`src/rtl/glitch_sweep_ctrl.sv`:
```
// rtl/glitch_sweep_ctrl.sv - glitch trigger-delay sweep sequencer
// Optional SWEEP_STOP_ON_SUCCESS_EN: the first recorded success ends the sweep.
module glitch_sweep_ctrl #(
    parameter logic [31:0] START_DELAY    = 32'd0,
    parameter logic [31:0] END_DELAY      = 32'd1000,
    parameter logic [31:0] STEP           = 32'd1,
    parameter logic [31:0] RESET_CYCLES   = 32'd64,
    parameter logic [31:0] TIMEOUT_CYCLES = 32'd48000
) (
    input  logic        clk,
    input  logic        rst,
    input  logic        start,
    input  logic        stop,
    input  logic        trigger,
    input  logic        delayed_trigger,
    input  logic        success,
    output logic [31:0] delay_cycles,
    output logic        set_delay,
    output logic        trigger_arm,
    output logic        success_arm,
    output logic        target_rst_n,
    output logic        busy,
    output logic        found,
    output logic [31:0] found_delay,
    output logic [15:0] attempt_count,
    output logic [15:0] success_count
);

    typedef enum logic [3:0] {
        IDLE,
        LOAD,
        RESET_TGT,
        ARM,
        WAIT_TRIG,
        WAIT_GLITCH,
        WAIT_RESULT,
        NEXT,
        DONE
    } state_t;

    state_t      state;
    logic [31:0] cnt;
    logic [32:0] next_delay;
    logic        timeout;

    // 33-bit sum so a carry out of the 32-bit delay ends the sweep instead of wrapping
    assign next_delay = {1'b0, delay_cycles} + {1'b0, STEP};
    assign timeout    = (cnt == TIMEOUT_CYCLES - 32'd1);

    always_ff @(posedge clk) begin
        if (!rst) begin
            state         <= IDLE;
            cnt           <= '0;
            delay_cycles  <= '0;
            set_delay     <= 1'b0;
            trigger_arm   <= 1'b0;
            success_arm   <= 1'b0;
            target_rst_n  <= 1'b1;
            busy          <= 1'b0;
            found         <= 1'b0;
            found_delay   <= '0;
            attempt_count <= '0;
            success_count <= '0;
        end else begin
            set_delay <= 1'b0;
            if (stop && busy) begin
                state        <= IDLE;
                trigger_arm  <= 1'b0;
                success_arm  <= 1'b0;
                target_rst_n <= 1'b1;
                busy         <= 1'b0;
            end else begin
                case (state)
                    IDLE: begin
                        if (start && !stop) begin
                            delay_cycles  <= START_DELAY;
                            found         <= 1'b0;
                            found_delay   <= '0;
                            attempt_count <= '0;
                            success_count <= '0;
                            set_delay     <= 1'b1;
                            busy          <= 1'b1;
                            state         <= LOAD;
                        end
                    end
                    LOAD: begin
                        if (attempt_count != 16'hFFFF)
                            attempt_count <= attempt_count + 16'd1;
                        target_rst_n <= 1'b0;
                        cnt          <= '0;
                        state        <= RESET_TGT;
                    end
                    RESET_TGT: begin
                        // arms go high together with the reset release so they are up during ARM
                        if (cnt == RESET_CYCLES - 32'd1) begin
                            target_rst_n <= 1'b1;
                            trigger_arm  <= 1'b1;
                            success_arm  <= 1'b1;
                            state        <= ARM;
                        end else begin
                            cnt <= cnt + 32'd1;
                        end
                    end
                    ARM: begin
                        cnt   <= '0;
                        state <= WAIT_TRIG;
                    end
                    WAIT_TRIG: begin
                        if (trigger) begin
                            trigger_arm <= 1'b0;
                            cnt         <= '0;
                            state       <= WAIT_GLITCH;
                        end else if (timeout) begin
                            trigger_arm <= 1'b0;
                            success_arm <= 1'b0;
                            state       <= NEXT;
                        end else begin
                            cnt <= cnt + 32'd1;
                        end
                    end
                    WAIT_GLITCH: begin
                        if (delayed_trigger) begin
                            cnt   <= '0;
                            state <= WAIT_RESULT;
                        end else if (timeout) begin
                            trigger_arm <= 1'b0;
                            success_arm <= 1'b0;
                            state       <= NEXT;
                        end else begin
                            cnt <= cnt + 32'd1;
                        end
                    end
                    WAIT_RESULT: begin
                        if (success) begin
                            if (!found) begin
                                found       <= 1'b1;
                                found_delay <= delay_cycles;
                            end
                            if (success_count != 16'hFFFF)
                                success_count <= success_count + 16'd1;
                            trigger_arm <= 1'b0;
                            success_arm <= 1'b0;
`ifdef SWEEP_STOP_ON_SUCCESS_EN
                            busy  <= 1'b0;
                            state <= DONE;
`else
                            state <= NEXT;
`endif
                        end else if (timeout) begin
                            trigger_arm <= 1'b0;
                            success_arm <= 1'b0;
                            state       <= NEXT;
                        end else begin
                            cnt <= cnt + 32'd1;
                        end
                    end
                    NEXT: begin
                        trigger_arm <= 1'b0;
                        success_arm <= 1'b0;
                        if (next_delay[32] || (next_delay[31:0] > END_DELAY)) begin
                            busy  <= 1'b0;
                            state <= DONE;
                        end else begin
                            delay_cycles <= next_delay[31:0];
                            set_delay    <= 1'b1;
                            state        <= LOAD;
                        end
                    end
                    DONE: begin
                        busy        <= 1'b0;
                        trigger_arm <= 1'b0;
                        success_arm <= 1'b0;
                        state       <= IDLE;
                    end
                    default: state <= IDLE;
                endcase
            end
        end
    end

endmodule

```
`config.mk`:
```
export PLATFORM = sky130hd
export DESIGN_NAME = glitch_sweep_ctrl
export DESIGN_NICKNAME = d
export VERILOG_FILES = /design/src/rtl/glitch_sweep_ctrl.sv
export SDC_FILE = /design/constraint.sdc
export NUM_CORES = 1
export LEC_CHECK = 0
export ABC_AREA = 1
export CORE_MARGIN = 2
export CORE_UTILIZATION = 25
export CTS_CLUSTER_SIZE = 30
export DETAILED_ROUTE_END_ITERATION = 10
export GPL_ROUTABILITY_DRIVEN = 0
export PLACE_DENSITY = 0.48
export SLEW_MARGIN = 20
export SYNTH_ARGS = -nofsm -noshare
export SYNTH_HDL_FRONTEND = slang
export SYNTH_SLANG_ARGS = --single-unit
```
`constraint.sdc`:
```
create_clock -name clk -period 2.05 [get_ports clk]
set_input_delay 0.41 -clock clk [delete_from_list [all_inputs] [get_ports clk]]
set_output_delay 0.41 -clock clk [all_outputs]
set_load 0.05 [all_outputs]
```
After elaboration in Yosys (flattened, before gate mapping) --
Index checks and enable logic that the tools add are counted.
Storage, ports and cells: register bits 138, bits in latches 0, bits in writable memories 0, bits in read-only memories 0, bits of input ports 7, output and inout bits 102, memories 0
Cells by class: add/sub/neg operators 4, multiply operators 0, div/mod/pow operators 0, order comparisons 1, equality and inequality tests 24, shift-type cells 0, multiplexer cells 47, bitwise gates (word level) 2, reduce and logical (&&, ||, !) cells 26
Operator list (count):
- two-way mux 32 bit | 9
- one-hot mux 32 bit (5 select lines) | 1
- one-hot mux 32 bit (2 select lines) | 2
- two-way mux 16 bit | 4
- one-hot mux 16 bit (2 select lines) | 2
- adder 32 x 1 -> 33 bit (second input constant) | 1
- adder 16 x 1 -> 16 bit (second input constant) | 2
- adder 32 x 1 -> 32 bit (second input constant) | 1
- equality test 32 x 16 -> 1 bit (second input constant) | 1
- equality test 32 x 6 -> 1 bit (second input constant) | 1
- greater-than comparator 32 x 10 -> 1 bit (second input constant) | 1
- != test 16 bit (second input constant) | 2
- one-hot mux 4 bit (8 select lines) | 1
- two-way mux 4 bit | 7
- != test 2 bit (second input constant) | 12
- AND reduction 4 bit | 5
- equality test 4 x 3 -> 1 bit (second input constant) | 4
- two-way mux 1 bit | 15
- one-hot mux 1 bit (5 select lines) | 2
- AND reduction 5 bit | 2
- nonzero test 5 bit | 2
- equality test 4 x 2 -> 1 bit (second input constant) | 2
- nonzero test 2 bit | 4
- one-hot mux 1 bit (2 select lines) | 3
- other kinds (12) | 18

Logic depth before layout (Yosys ltp) --
depth in word-level cells 5, gate-level depth with buffers 17, depth with buffers taken out 16

Least setup slack after synthesis --
No wires, ideal clock.
path type reg-to-reg, start point register delay_cycles[1], end point register delay_cycles[3], data arrival time 2.464 ns, required time 1.918 ns, slack -0.546 ns, stages on the path, launching flop included 18, period minus slack after synthesis 2.596 ns, cell sequence dfxtp_1 -> ha_1 -> nand2_1 -> nor2_4 -> nand2_4 -> nor2_4 -> nand3_2 -> nand2_1 -> nand2_1 -> inv_1 -> nand3_2 -> nor2_2 -> nand3_2 -> nand2_2 -> nand2_4 -> buf_6 -> nand2_1 -> a21oi_1
Between the ends: longest elaborated chain between the ends 5, elaborated cells between the ends (all ways) 7
RTL lines:
- start: declaration | line 17 | output logic [31:0] delay_cycles,
- start signal: assignment | line 164 | delay_cycles <= next_delay[31:0];
- adder 32 x 1 -> 33 bit (*) | line 47 | assign next_delay = {1'b0, delay_cycles} + {1'b0, STEP};
- greater-than comparator 32 x 10 -> 1 bit | line 160 | if (next_delay[32] || (next_delay[31:0] > END_DELAY)) begin
- logical OR 1 bit | line 160
- != test 2 bit (no source line)
- AND reduction 4 bit (no source line)
Mark *: on every way between the ends. The rest lies on a longest branch, timed or not. The select of a mux whose other input is x is not followed. A chain may end at the register's enable or synchronous reset.

Worst setup path after layout --
start point register delay_cycles[8], end point register delay_cycles[0]
Between the ends: longest elaborated chain between the ends 5
RTL lines (line):
- adder 32 x 1 -> 33 bit (*) | 47
- greater-than comparator 32 x 10 -> 1 bit | 160
- logical OR 1 bit (*) | 160
- != test 2 bit (no source line) (*)
- AND reduction 4 bit (no source line) (*)
Mark *: on every way between the ends. The rest lies on a longest branch, timed or not.

==> metrics.txt <==
# TYPE chip_impl_metric gauge
chip_impl_metric{name="area_of_the_multi_input_gates",unit="um^2"} 4921
chip_impl_metric{name="cts_htree_levels",unit=""} 4
chip_impl_metric{name="final.period_utilization",unit="%"} 107.7
chip_impl_metric{name="cp_max_fo",unit=""} 8
chip_impl_metric{name="synthArstFlopShare",unit="%"} 0
chip_impl_info{name="setup.worst_path.class",value="reg -> reg"} 1
chip_impl_metric{name="area_share_of_the_largest_cell_type_after_synthesis",unit="%"} 37.97
chip_impl_metric{name="max_freq",unit="GHz"} 0.4531
chip_impl_metric{name="timing_worst_slew_pin_value",unit="ns"} 0.5304
chip_impl_metric{name="io_pins",unit=""} 109
chip_impl_metric{name="routed_via_density",unit=""} 4.527
chip_impl_metric{name="fillers",unit=""} 2870
chip_impl_info{name="min_path_type",value="reg -> reg"} 1
chip_impl_metric{name="clock-sinks",unit=""} 138
chip_impl_metric{name="clock_path_buffers",unit=""} 2
chip_impl_metric{name="num_antenna_cells",unit=""} 0
chip_impl_metric{name="placement_rows",unit=""} 62
chip_impl_metric{name="grt_pass1_vias",unit=""} 7963
chip_impl_metric{name="initialDrtViolationCount",unit=""} 420
chip_impl_metric{name="final-seq-area",unit="um^2"} 2836
chip_impl_info{name="status",value="finished with violations"} 1
chip_impl_metric{name="dp_hpwl",unit="um"} 19750
chip_impl_info{name="synthFlopType",value="sky130_fd_sc_hd__dfxtp_1"} 1
chip_impl_metric{name="layout.cells.non_filler",unit=""} 1865
chip_impl_info{name="synth.area.top_cells",value="sky130_fd_sc_hd__dfxtp_1, sky130_fd_sc_hd__nand2_1, sky130_fd_sc_hd__nor2_1"} 1
chip_impl_metric{name="setup_viol_count_final",unit=""} 48
chip_impl_metric{name="finalSetupTns",unit="ns"} -5.359
chip_impl_metric{name="place.detailed.instances",unit=""} 1786
chip_impl_metric{name="cp_data_arrival_time",unit="ns"} 2.50
chip_impl_metric{name="initial_core_util",unit="%"} 25.35
chip_impl_metric{name="route.final.wire_length",unit="um"} 27510
chip_impl_metric{name="clk-insertion-delay-late",unit="ns"} 0.44
chip_impl_metric{name="timing.final.crit_period",unit="ns"} 2.207
chip_impl_info{name="cts_tree",value="built"} 1
chip_impl_metric{name="worst_slack",unit="ns"} -0.1572
chip_impl_metric{name="synth_enable_flop_cells",unit=""} 0
chip_impl_metric{name="post_synth_num_cell_types",unit=""} 48
chip_impl_metric{name="slew_violations",unit=""} 0
chip_impl_metric{name="static_power_due_to_leakage",unit="nW"} 5.677
chip_impl_info{name="cp-start-kind",value="register"} 1
chip_impl_metric{name="yosysWarnings",unit=""} 0
chip_impl_info{name="setup.worst_path.end_class",value="register"} 1
chip_impl_info{name="synth_top_cell_by_area",value="sky130_fd_sc_hd__dfxtp_1"} 1
chip_impl_metric{name="ant_nets",unit=""} 0
chip_impl_metric{name="finish.instance_area",unit="um^2"} 12720
chip_impl_metric{name="total_routing_resource_utilization_after_global_routing",unit="%"} 17.03
chip_impl_metric{name="max-slew-margin-rel",unit="%"} 64.58
chip_impl_metric{name="share_of_synthesized_area_occupied_by_flip_flops_and_latches",unit="%"} 37.97
chip_impl_metric{name="buffer_ports.inserted",unit=""} 108
chip_impl_metric{name="cts.reportedPaths.clkPinSlew",unit="ns"} 0.07
chip_impl_metric{name="design_power_total",unit="W"} 0.01237
chip_impl_metric{name="synth_seq_cells",unit=""} 138
chip_impl_metric{name="fin_worst_skew",unit="ns"} 0.01350
chip_impl_metric{name="total_vias_in_the_final_route",unit=""} 8443
chip_impl_metric{name="syn-num-nets",unit=""} 1107
chip_impl_metric{name="die-width",unit="um"} 174.6
chip_impl_metric{name="final_core_util",unit="%"} 44.32
chip_impl_metric{name="remaining_drc_errors",unit=""} 0
chip_impl_metric{name="reg2reg_depth",unit=""} 15
chip_impl_metric{name="layout-area-overhead-vs-synth",unit="%"} 74.82
chip_impl_metric{name="worstHoldPathCells",unit=""} 1
chip_impl_info{name="failed_checks",value="negative setup slack"} 1
chip_impl_metric{name="critical_path_required",unit="ns"} 2.34
chip_impl_metric{name="grt_pass1_wl",unit="um"} 41460
chip_impl_metric{name="drt-pass1-iter-count",unit=""} 7
chip_impl_metric{name="vdd_ir_drop_max",unit="mV"} 0.5615
chip_impl_metric{name="cts_made_buffers",unit=""} 17
chip_impl_metric{name="cellPowerDensity",unit="nW/um^2"} 972.4
chip_impl_metric{name="grt_start_max_net_pins",unit=""} 33
chip_impl_metric{name="floorplan.die_area",unit="um^2"} 30480
chip_impl_metric{name="grt_antenna_before_repair",unit=""} 0
chip_impl_metric{name="drive_gt1_share",unit="%"} 41.53
chip_impl_info{name="grt_setup_unrepaired",value="true"} 1
chip_impl_metric{name="drv.max_cap_violation_count",unit=""} 0
chip_impl_metric{name="finalHoldViolations",unit=""} 0
chip_impl_metric{name="die_h",unit="um"} 174.6
chip_impl_metric{name="placed_area",unit="um^2"} 10530
chip_impl_metric{name="synthesis.instances",unit=""} 1095
chip_impl_metric{name="fp.coreArea",unit="um^2"} 28700
chip_impl_metric{name="grt_overflow_total",unit=""} 0
chip_impl_info{name="ctsRootBufferMaster",value="sky130_fd_sc_hd__clkbuf_16"} 1
chip_impl_metric{name="num-nets-final",unit=""} 1480
chip_impl_metric{name="syn-cell-area",unit="um^2"} 7276
chip_impl_metric{name="holdBufCountCts",unit=""} 0
chip_impl_metric{name="routed_wire_length_per_instance",unit="um"} 14.75
chip_impl_metric{name="syn_area_per_cell",unit="um^2"} 6.645
[cell families (layout without fill, tap and decap cells)]
family                   after synthesis  in the layout  share of synthesized area [%]
AND/OR/NAND/NOR                      617            618                          38.04
XOR/XNOR                               7              7                         0.8427
flip-flops                           138            138                          37.97
AO/OA/AOI/OAI                        168            168                          13.53
adder cells (fa/ha/maj)                5              5                         0.8598
buffers and inverters                160            545                          8.753
[flip-flops by register name, summed over array words and instances, names as in the netlist]
name,flops
state,4
busy,1
attempt_count,16
cnt,32
success_count,16
trigger_arm,1
target_rst_n,1
set_delay,1
success_arm,1
delay_cycles,32
found_delay,32
found,1
[synth_stat cells, drive strengths merged (4+ instances only)]
library cell and number:
nand2 280, nor2 191, dfxtp 138, inv 134, a21oi 71, nand3 61, o21ai 44, nor3 37
nand4 30, a211oi 21, buf 13, a22oi 12, clkbuf 12, nand3b 7, xor2 6, ha 5
nor4 5, a31oi 4, o211ai 4, or2 4
[worst max-delay path, stage by stage, from the launching register on]
cell                       delay (ns)
sky130_fd_sc_hd__dfxtp_4         0.37
sky130_fd_sc_hd__buf_4           0.13
sky130_fd_sc_hd__nand2_4         0.07
sky130_fd_sc_hd__buf_4           0.15
sky130_fd_sc_hd__nand3b_1        0.24
sky130_fd_sc_hd__o21ai_1         0.17
sky130_fd_sc_hd__nand2_1         0.07
sky130_fd_sc_hd__nor2_2          0.11
sky130_fd_sc_hd__nand3_1         0.13
sky130_fd_sc_hd__nor2_4          0.12
sky130_fd_sc_hd__nand3_2         0.08
sky130_fd_sc_hd__nand2_2         0.09
sky130_fd_sc_hd__nand2_4         0.07
sky130_fd_sc_hd__buf_12          0.15
sky130_fd_sc_hd__nand2_4         0.05
sky130_fd_sc_hd__a21oi_1         0.05
[path summary, 6_finish.rpt]
check,start,slack (ns),endpoint
setup / recovery,delay_cycles[8]$_SDFFE_PN0P_,-0.16,delay_cycles[0]$_SDFFE_PN0P_
hold / removal,attempt_count[7]$_SDFFE_PN0P_,0.46,attempt_count[7]$_SDFFE_PN0P_
setup reg to reg,delay_cycles[8]$_SDFFE_PN0P_,-0.16,delay_cycles[0]$_SDFFE_PN0P_
hold reg to reg,attempt_count[7]$_SDFFE_PN0P_,0.46,attempt_count[7]$_SDFFE_PN0P_
[metrics by stage]
stage	hold WS [ns]	setup WS, ns
global placement	0.4447	-0.2955
detailed placement	0.4464	-0.3191
floorplan	0.4432	-0.1122
CTS	0.4565	-0.1823
finish	0.4603	-0.1572
global route	0.5008	-0.3188
[power breakdown]
part	switching, W	total (W)	internal (W)
combinational	0.00338	0.00603	0.00265
clock	0.00139	0.00328	0.00190
sequential	0.000184	0.00306	0.00287
total	0.00495	0.0124	0.00742
[placed cells by master (no fill, tap or decap), types with 21 or more instances in the layout]
cell / instances
sky130_fd_sc_hd__buf_4: 246
sky130_fd_sc_hd__nand2_1: 230
sky130_fd_sc_hd__nor2_1: 114
sky130_fd_sc_hd__inv_1: 106
sky130_fd_sc_hd__dfxtp_1: 99
sky130_fd_sc_hd__nor2_4: 45
sky130_fd_sc_hd__a21oi_1: 45
sky130_fd_sc_hd__dlygate4sd2_1: 44
sky130_fd_sc_hd__nor2_2: 33
sky130_fd_sc_hd__nand2_2: 32
sky130_fd_sc_hd__buf_6: 32
sky130_fd_sc_hd__nand3_1: 31
sky130_fd_sc_hd__nand4_1: 29
sky130_fd_sc_hd__dfxtp_2: 29
sky130_fd_sc_hd__nor3_1: 27
sky130_fd_sc_hd__clkdlybuf4s50_1: 27
sky130_fd_sc_hd__nand3_2: 22
sky130_fd_sc_hd__a21oi_2: 21
[layout make-up]
cell class	count	share of cell area (%)
clock buffers	18	3.541
clock inverters	14	1.230
inverters	135	4.279
multi-input cells	798	38.69
flip-flops and latches	138	22.30
well taps	384	3.777
repair buffers	378	26.19
[metal layers]
layer  track usage [%]  part of all wire [%]  up-vias
li1                  -                     -     4338
met5                 0                     0        -
met2             28.79                    48      148
met1             22.88                    47     3933
met3             2.742                   3.6       24
met4             3.715                   1.2        0
[repair_timing]
action	CTS	global route
resized for setup	134	288
gates cloned	2	3
setup endpoints to repair	141	129
pin swaps	40	92
setup buffers	16	30
Power figures use the tool's default switching activity.
